## src/rtl/shift_xfer_pkg.sv

```systemverilog
// Shared types and constants for the serial transfer controller.
// The PARITY state exists only when SHIFT_XFER_PARITY_EN is defined.
package shift_xfer_pkg;

  localparam logic DIR_MSB_FIRST = 1'b1;
  localparam logic DIR_LSB_FIRST = 1'b0;

  typedef enum logic [1:0] {
    ST_IDLE   = 2'd0,
    ST_SHIFT  = 2'd1,
    ST_DONE   = 2'd2
`ifdef SHIFT_XFER_PARITY_EN
    ,ST_PARITY = 2'd3
`endif
  } xfer_state_e;

endpackage

```

## src/rtl/bidir_shreg.sv

```systemverilog
// WIDTH-bit shift register: sync clear, parallel load, and shift in either direction.
// q_nxt exposes the value the register takes at the coming edge.
import shift_xfer_pkg::*;

module bidir_shreg #(
  parameter int WIDTH = 4
) (
  input  logic             clk,
  input  logic             clr,
  input  logic             load,
  input  logic             shift,
  input  logic             dir,
  input  logic [WIDTH-1:0] load_data,
  input  logic             ser_in,
  output logic             ser_out,
  output logic [WIDTH-1:0] q,
  output logic [WIDTH-1:0] q_nxt
);

  always_comb begin
    q_nxt = q;
    if (clr) begin
      q_nxt = '0;
    end else if (load) begin
      q_nxt = load_data;
    end else if (shift) begin
      if (dir == DIR_MSB_FIRST) q_nxt = {q[WIDTH-2:0], ser_in};
      else                      q_nxt = {ser_in, q[WIDTH-1:1]};
    end
  end

  always_ff @(posedge clk) begin
    q <= q_nxt;
  end

  assign ser_out = (dir == DIR_MSB_FIRST) ? q[WIDTH-1] : q[0];

endmodule

```

## src/rtl/shift_xfer_ctrl.sv

```systemverilog
// Serial transfer controller: loads a word on handshake, shifts it out while shifting ser_in in.
// Define SHIFT_XFER_PARITY_EN to append a parity bit cycle and the parity_err output.
import shift_xfer_pkg::*;

module shift_xfer_ctrl #(
  parameter int WIDTH = 4
) (
  input  logic             clk,
  input  logic             rst,
  input  logic             start_valid,
  output logic             start_ready,
  input  logic             dir,
  input  logic [WIDTH-1:0] tx_data,
  input  logic             ser_in,
  output logic             ser_out,
  output logic             ser_en,
  output logic             busy,
  output logic             done,
  output logic [WIDTH-1:0] rx_data
`ifdef SHIFT_XFER_PARITY_EN
  ,output logic            parity_err
`endif
);

  localparam int CNT_W = $clog2(WIDTH + 1);
  localparam logic [CNT_W-1:0] CNT_LAST = CNT_W'(WIDTH - 1);
  localparam logic [CNT_W-1:0] CNT_MAX  = CNT_W'(WIDTH);

  xfer_state_e      state, state_nxt;
  logic [CNT_W-1:0] cnt;
  logic             dir_q;
  logic             hs;
  logic             shift_en;
  logic             capture;
  logic             shreg_so;
  logic [WIDTH-1:0] shreg_q;
  logic [WIDTH-1:0] shreg_nxt;
`ifdef SHIFT_XFER_PARITY_EN
  logic             tx_par;
`endif

  always_ff @(posedge clk) begin
    if (rst) state <= ST_IDLE;
    else     state <= state_nxt;
  end

  always_comb begin
    state_nxt   = state;
    start_ready = 1'b0;
    busy        = 1'b1;
    done        = 1'b0;
    ser_en      = 1'b0;
    shift_en    = 1'b0;
    capture     = 1'b0;
    case (state)
      ST_IDLE: begin
        busy        = 1'b0;
        start_ready = 1'b1;
        if (start_valid) state_nxt = ST_SHIFT;
      end
      ST_SHIFT: begin
        ser_en   = 1'b1;
        shift_en = 1'b1;
        if (cnt == CNT_LAST) begin
`ifdef SHIFT_XFER_PARITY_EN
          state_nxt = ST_PARITY;
`else
          state_nxt = ST_DONE;
          capture   = 1'b1;
`endif
        end
      end
`ifdef SHIFT_XFER_PARITY_EN
      ST_PARITY: begin
        ser_en    = 1'b1;
        capture   = 1'b1;
        state_nxt = ST_DONE;
      end
`endif
      ST_DONE: begin
        done        = 1'b1;
        start_ready = 1'b1;
        state_nxt   = start_valid ? ST_SHIFT : ST_IDLE;
      end
      default: state_nxt = ST_IDLE;
    endcase
  end

  assign hs = start_valid && start_ready;

  // Counter, direction and received word; capture grabs the register value after the last shift.
  always_ff @(posedge clk) begin
    if (rst) begin
      cnt     <= '0;
      dir_q   <= DIR_LSB_FIRST;
      rx_data <= '0;
`ifdef SHIFT_XFER_PARITY_EN
      tx_par     <= 1'b0;
      parity_err <= 1'b0;
`endif
    end else begin
      if (hs) begin
        cnt   <= '0;
        dir_q <= dir;
`ifdef SHIFT_XFER_PARITY_EN
        tx_par <= ^tx_data;
`endif
      end else if (shift_en && (cnt != CNT_MAX)) begin
        cnt <= cnt + 1'b1;
      end
      if (capture) begin
        rx_data <= shreg_nxt;
`ifdef SHIFT_XFER_PARITY_EN
        parity_err <= ser_in ^ (^shreg_nxt);
`endif
      end
    end
  end

  bidir_shreg #(
    .WIDTH(WIDTH)
  ) u_shreg (
    .clk      (clk),
    .clr      (rst),
    .load     (hs),
    .shift    (shift_en),
    .dir      (dir_q),
    .load_data(tx_data),
    .ser_in   (ser_in),
    .ser_out  (shreg_so),
    .q        (shreg_q),
    .q_nxt    (shreg_nxt)
  );

`ifdef SHIFT_XFER_PARITY_EN
  assign ser_out = (state == ST_PARITY) ? tx_par : (shift_en & shreg_so);
`else
  assign ser_out = shift_en & shreg_so;
`endif

endmodule

```

## config.mk

```make
export PLATFORM = sky130hd
export DESIGN_NAME = shift_xfer_ctrl
export DESIGN_NICKNAME = d
export VERILOG_FILES = /design/src/rtl/shift_xfer_pkg.sv /design/src/rtl/bidir_shreg.sv /design/src/rtl/shift_xfer_ctrl.sv
export SDC_FILE = /design/constraint.sdc
export NUM_CORES = 1
export LEC_CHECK = 0
export CAP_MARGIN = 5
export CORE_MARGIN = 8
export CORE_UTILIZATION = 46
export CTS_CLUSTER_SIZE = 28
export DETAILED_ROUTE_END_ITERATION = 10
export GPL_TIMING_DRIVEN = 0
export PLACE_DENSITY = 0.8
export SYNTH_ARGS = -nofsm -noshare
export SYNTH_HDL_FRONTEND = slang
export SYNTH_SLANG_ARGS = --single-unit
```

## constraint.sdc

```tcl
create_clock -name clk -period 1.5 [get_ports clk]
set_input_delay 0.3 -clock clk [delete_from_list [all_inputs] [get_ports clk]]
set_output_delay 0.3 -clock clk [all_outputs]
set_load 0.005 [all_outputs]
```

Word level (Yosys, flattened, before mapping)
Cells that the tools add are included.

Register bits after elaboration: 14. Word-level logic and storage cells: 34. Input port bits: 9.

Add/sub/neg operators: 1. Equal/unequal tests: 6. Mux-type cells: 15. Reduce and logical (&&, ||, !) cells: 6. Bitwise gates (word level): 1.

Operators with widths (number): $mux 4 (4); $mux 1 (8); $pmux 2 s3 (1); $mux 2 (2); $ne 2x2->1 const B (2); $reduce_or 2->1 (2); $add 3x1->3 const B (1); $eq 3x2->1 const B (1); $ne 3x3->1 const B (1); $eq 2x1->1 const B (1); $eq 2x2->1 const B (1); $logic_and 1x1->1 (2); $logic_not 2->1 (1); $reduce_and 2->1 (1); $and 1x1->1 (1).

Logic depth before layout (Yosys ltp)
Depth in word-level cells: 6. Gate-level depth with buffers: 6. Depth with buffers taken out: 5.

Hierarchy
A second synthesis with hierarchy kept.

Cell total of the unflattened synthesis: 75. Area total of the unflattened synthesis: 688.2 um2.

By module, submodules not included: shift_xfer_ctrl (cells an instance 55, seq. area each 200.2 um2, area an instance 451.7 um2, instances 1); bidir_shreg (cells an instance 20, seq. area each 80.1 um2, area an instance 236.5 um2, instances 1).

Worst setup path before layout
OpenSTA, ideal clock, no wires.

Path type: reg2reg. Start point: register cnt[0]. End point: register rx_data[0]. Period minus slack after synthesis: 1.243 ns. Arrival time: 1.157 ns. Stages on the path, launching flop included: 6. Setup time: 0.086 ns. Setup slack: 0.257 ns. Path through: dfxtp_1 > ha_1 > ha_1 > and3b_1 > buf_4 > a211oi_1.

Cells in the longest elaborated chain, start to end: 3.

RTL lines: start, declared (RTL line shift_xfer_ctrl.sv:30) `logic [CNT_W-1:0] cnt;`; start signal, assigned (RTL line shift_xfer_ctrl.sv:109) `cnt <= cnt + 1'b1;`; $eq 3x2->1 (RTL line shift_xfer_ctrl.sv:64) `if (cnt == CNT_LAST) begin`; $mux 1 (RTL line shift_xfer_ctrl.sv:64); $mux 1 (RTL line shift_xfer_ctrl.sv:55) `case (state)`; end signal, assigned (RTL line shift_xfer_ctrl.sv:112) `rx_data <= shreg_nxt;`; end, declared (RTL line shift_xfer_ctrl.sv:19) `output logic [WIDTH-1:0] rx_data`.

No other way between the ends. A chain may end at the register's enable or synchronous reset.

Worst setup path after layout
Start point: register state[0]. End point: output busy.

Cells in the longest elaborated chain, start to end: 2.

RTL lines: start, declared (RTL line shift_xfer_ctrl.sv:29) `xfer_state_e state, state_nxt;`; start signal, assigned (RTL line shift_xfer_ctrl.sv:44) `else state <= state_nxt;`; $logic_not 2->1 (RTL line shift_xfer_ctrl.sv:55); $mux 1 (RTL line shift_xfer_ctrl.sv:55); end, declared (RTL line shift_xfer_ctrl.sv:17) `output logic busy,`.

No other way between the ends.

==> flow_summary.yaml <==
outcome:
  status: "complete, no violations"
setup_path:
  crit_required_ns: 1.20
  worstPathArrival_ns: 1.16
  rr_endpoint: "rx_data[0]"
  r2r_start: "cnt[0]"
  startpoint_type: "register"
  cp_max_fo: 7
  crit_start: "state[0]"
  path_cells: "or2_2 > clkdlybuf4s15_1"
  endpoint_kind: "output pin"
  crit_end: "busy"
  reg2reg_depth: 5
  slowest_stage: "dfxtp_4"
  r2r_slack_ns: 0.12
  max_stage_delay_ns: 0.37
  crit_type: "register to output pin"
sta:
  fin_crit_sh_pct: 97.3
  fin_hold_ws_ns: 0.500
  finalHoldViolCount: 0
  worst_pin_slew_ns: 0.551
  rsz0062_at_grt: "no"
  period_needed_ns: 1.46
  max_freq_mhz: 685
  max_slew_margin_pct: 63.3
  drv_slew: 0
  setup_violations: 0
  fin_skew_ns: 0.000945
route:
  dr.pass1.iters: 2
  ant_nets: 0
  drtIter0Drc: 6
  drt-total-wl_um: 1610
  post_drt_wl_per_cell_um: 14.1
  drt_drc_violations_left: 0
  via_count: 608
  drt-vias-per-instance: 5.33
final_layout:
  diodes: 0
  final_util_pct: 64.6
  layout-drive-gt1-share_pct: 23.5
  final_area_um2: 962
  fin_nets: 111
  layout_common_cells: "clkdlybuf4s50_1 (12), dfxtp_1 (11), nor2_1 (9)"
  layout_commonest_cell: "clkdlybuf4s50_1"
  area_delta_synth_final_pct: 33.0
clock_tree:
  tritoncts: "yes"
  clockRootBuffer: "clkbuf_4"
  clk-insertion-delay-late_ns: 0.29
  clockBufferDepth: 2
  numCtsBuffers: 3
  clk_pin_slew_ns: 0.09
  h-tree-depth: 1
  clkSinkCount: 14
pwr:
  irDropWorstVdd_v: 0.000606
  leakage_nw: 0.362
  power_uw: 840
  power_density_mw_per_mm2: 873
floorplanning:
  core_area_mm2: 0.00149
  dieHeight_um: 55.7
  num_rows: 14
  io_pins: 18
  dieWidth_um: 55.7
  start_util_pct: 48.6
  die_area_mm2: 0.00310
yosys:
  postSynthAreaPerCell_um2: 9.52
  synth_seq_area_share_pct: 38.8
  ys_seq_elements: 14
  ys_warn_count: 0
  synth_cell_types: 28
  synthCells: 76
  syn_area_um2: 723
  synth_fp_nets: 88
min_path:
  hp-class: "register to register"
global_routing:
  grt_usage_pct: 10.9
  grt_pass1_wl_um: 2770
  overflow: 0
  grt_pass1_vias: 655
  grt_max_degree: 11
  antenna_found_initial: 0
flow_run:
  maxCapViolations: 0
placement:
  place.gp.congestion: 0.801
  dp_hpwl_um: 1200
  dpl_cell_area_um2: 913
  portBuffers: 17
==> logic make-up after synthesis <==
group           synth area share (%)
fa+ha+maj                       5.19
compound gates                  18.3
mux                             6.92
simple gates                    22.5
buf+inv                         8.30
flops                           38.8
==> per-layer routing <==
| metal | track usage, % | wire length (µm) |
|---|---|---|
| met3 | 4.11 | 76 |
| met2 | 18.9 | 801 |
| met1 | 10.8 | 689 |
| met5 | 0 | 0 |
| met4 | 6.34 | 40 |
==> where the power goes <==
group          switching, mW  internal (mW)
logic                 0.0729         0.0815
clock network          0.130          0.148
registers             0.0177          0.390
==> flip-flops by register name, summed over array words and instances (netlist names) <==
signal and cells:
u_shreg.q 4, state 2, dir_q 1, rx_data 4
cnt 3
==> stage by stage <==
step | setup TNS [ns] | std cells | setup WS [ns]
4_1_cts | -0.0242 | 114 | -0.0242
3_3_place_gp | -0.0418 | 109 | -0.0418
3_5_place_dp | -0.0442 | 109 | -0.0442
2_1_floorplan | 0 | 76 | 0.257
6_report | 0 | 114 | 0.0409
5_1_grt | 0 | 114 | 0.00806
==> synthesized netlist by cell type <==
library cell | instances | area, µm²
or2b_2 | 1 | 8.76
clkbuf_1 | 1 | 3.75
a21oi_1 | 4 | 20.0
a2111oi_2 | 3 | 45.0
nand2_1 | 3 | 11.3
and2b_1 | 2 | 15.0
nand2b_4 | 1 | 13.8
nor2b_1 | 1 | 6.26
buf_4 | 1 | 7.51
dfxtp_1 | 14 | 280
and3b_1 | 1 | 8.76
or2_2 | 1 | 6.26
nand2b_1 | 2 | 12.5
o21ai_0 | 3 | 15.0
buf_12 | 1 | 20.0
clkinv_4 | 1 | 8.76
o21a_1 | 1 | 7.51
ha_1 | 3 | 37.5
nor3_2 | 2 | 20.0
nor3_1 | 2 | 10.0
o21bai_1 | 1 | 7.51
buf_2 | 1 | 5.00
nor2_1 | 9 | 33.8
inv_1 | 4 | 15.0
mux2i_1 | 5 | 50.1
and2_1 | 1 | 6.26
nand3_1 | 2 | 10.0
a211oi_1 | 5 | 37.5
==> how the worst min path moves through the flow <==
stage | from | endpoint | slack, ns | cells after the start
after global routing | rx_data[1] | rx_data[1] | 0.53 | 2
final | rx_data[1] | rx_data[1] | 0.50 | 2
after floorplan | dir | dir_q | 0.44 | 2
after global placement | cnt[1] | cnt[1] | 0.49 | 2
after CTS | rx_data[3] | rx_data[3] | 0.51 | 2
after detailed placement | rx_data[3] | rx_data[3] | 0.49 | 2
==> timing repair <==
action / 4_1_cts / 5_1_grt
hold buffers: 0 / 0
gates resized for setup: 14 / 3
hold endpoints to repair: 0 / 0
buffers inserted: 1 / 0
cloned: 0 / 0
endpoints found under the setup margin: 5 / 3
==> layout make-up <==
class	count	area (µm²)
buffer	4	42.5
clock buffer	4	36.3
fill	132	527
inverter	5	23.8
multi-input combinational	53	388
sequential	14	287
tap	16	20.0
timing repair buffer	18	165
==> worst max-delay path, delay by kind of cell (launching register included) <==
family	cells	cell delay, ns
buf+inv	1	0.21
flops	1	0.37
simple gates	1	0.29
No activity file was read; power rests on OpenSTA's default activity.
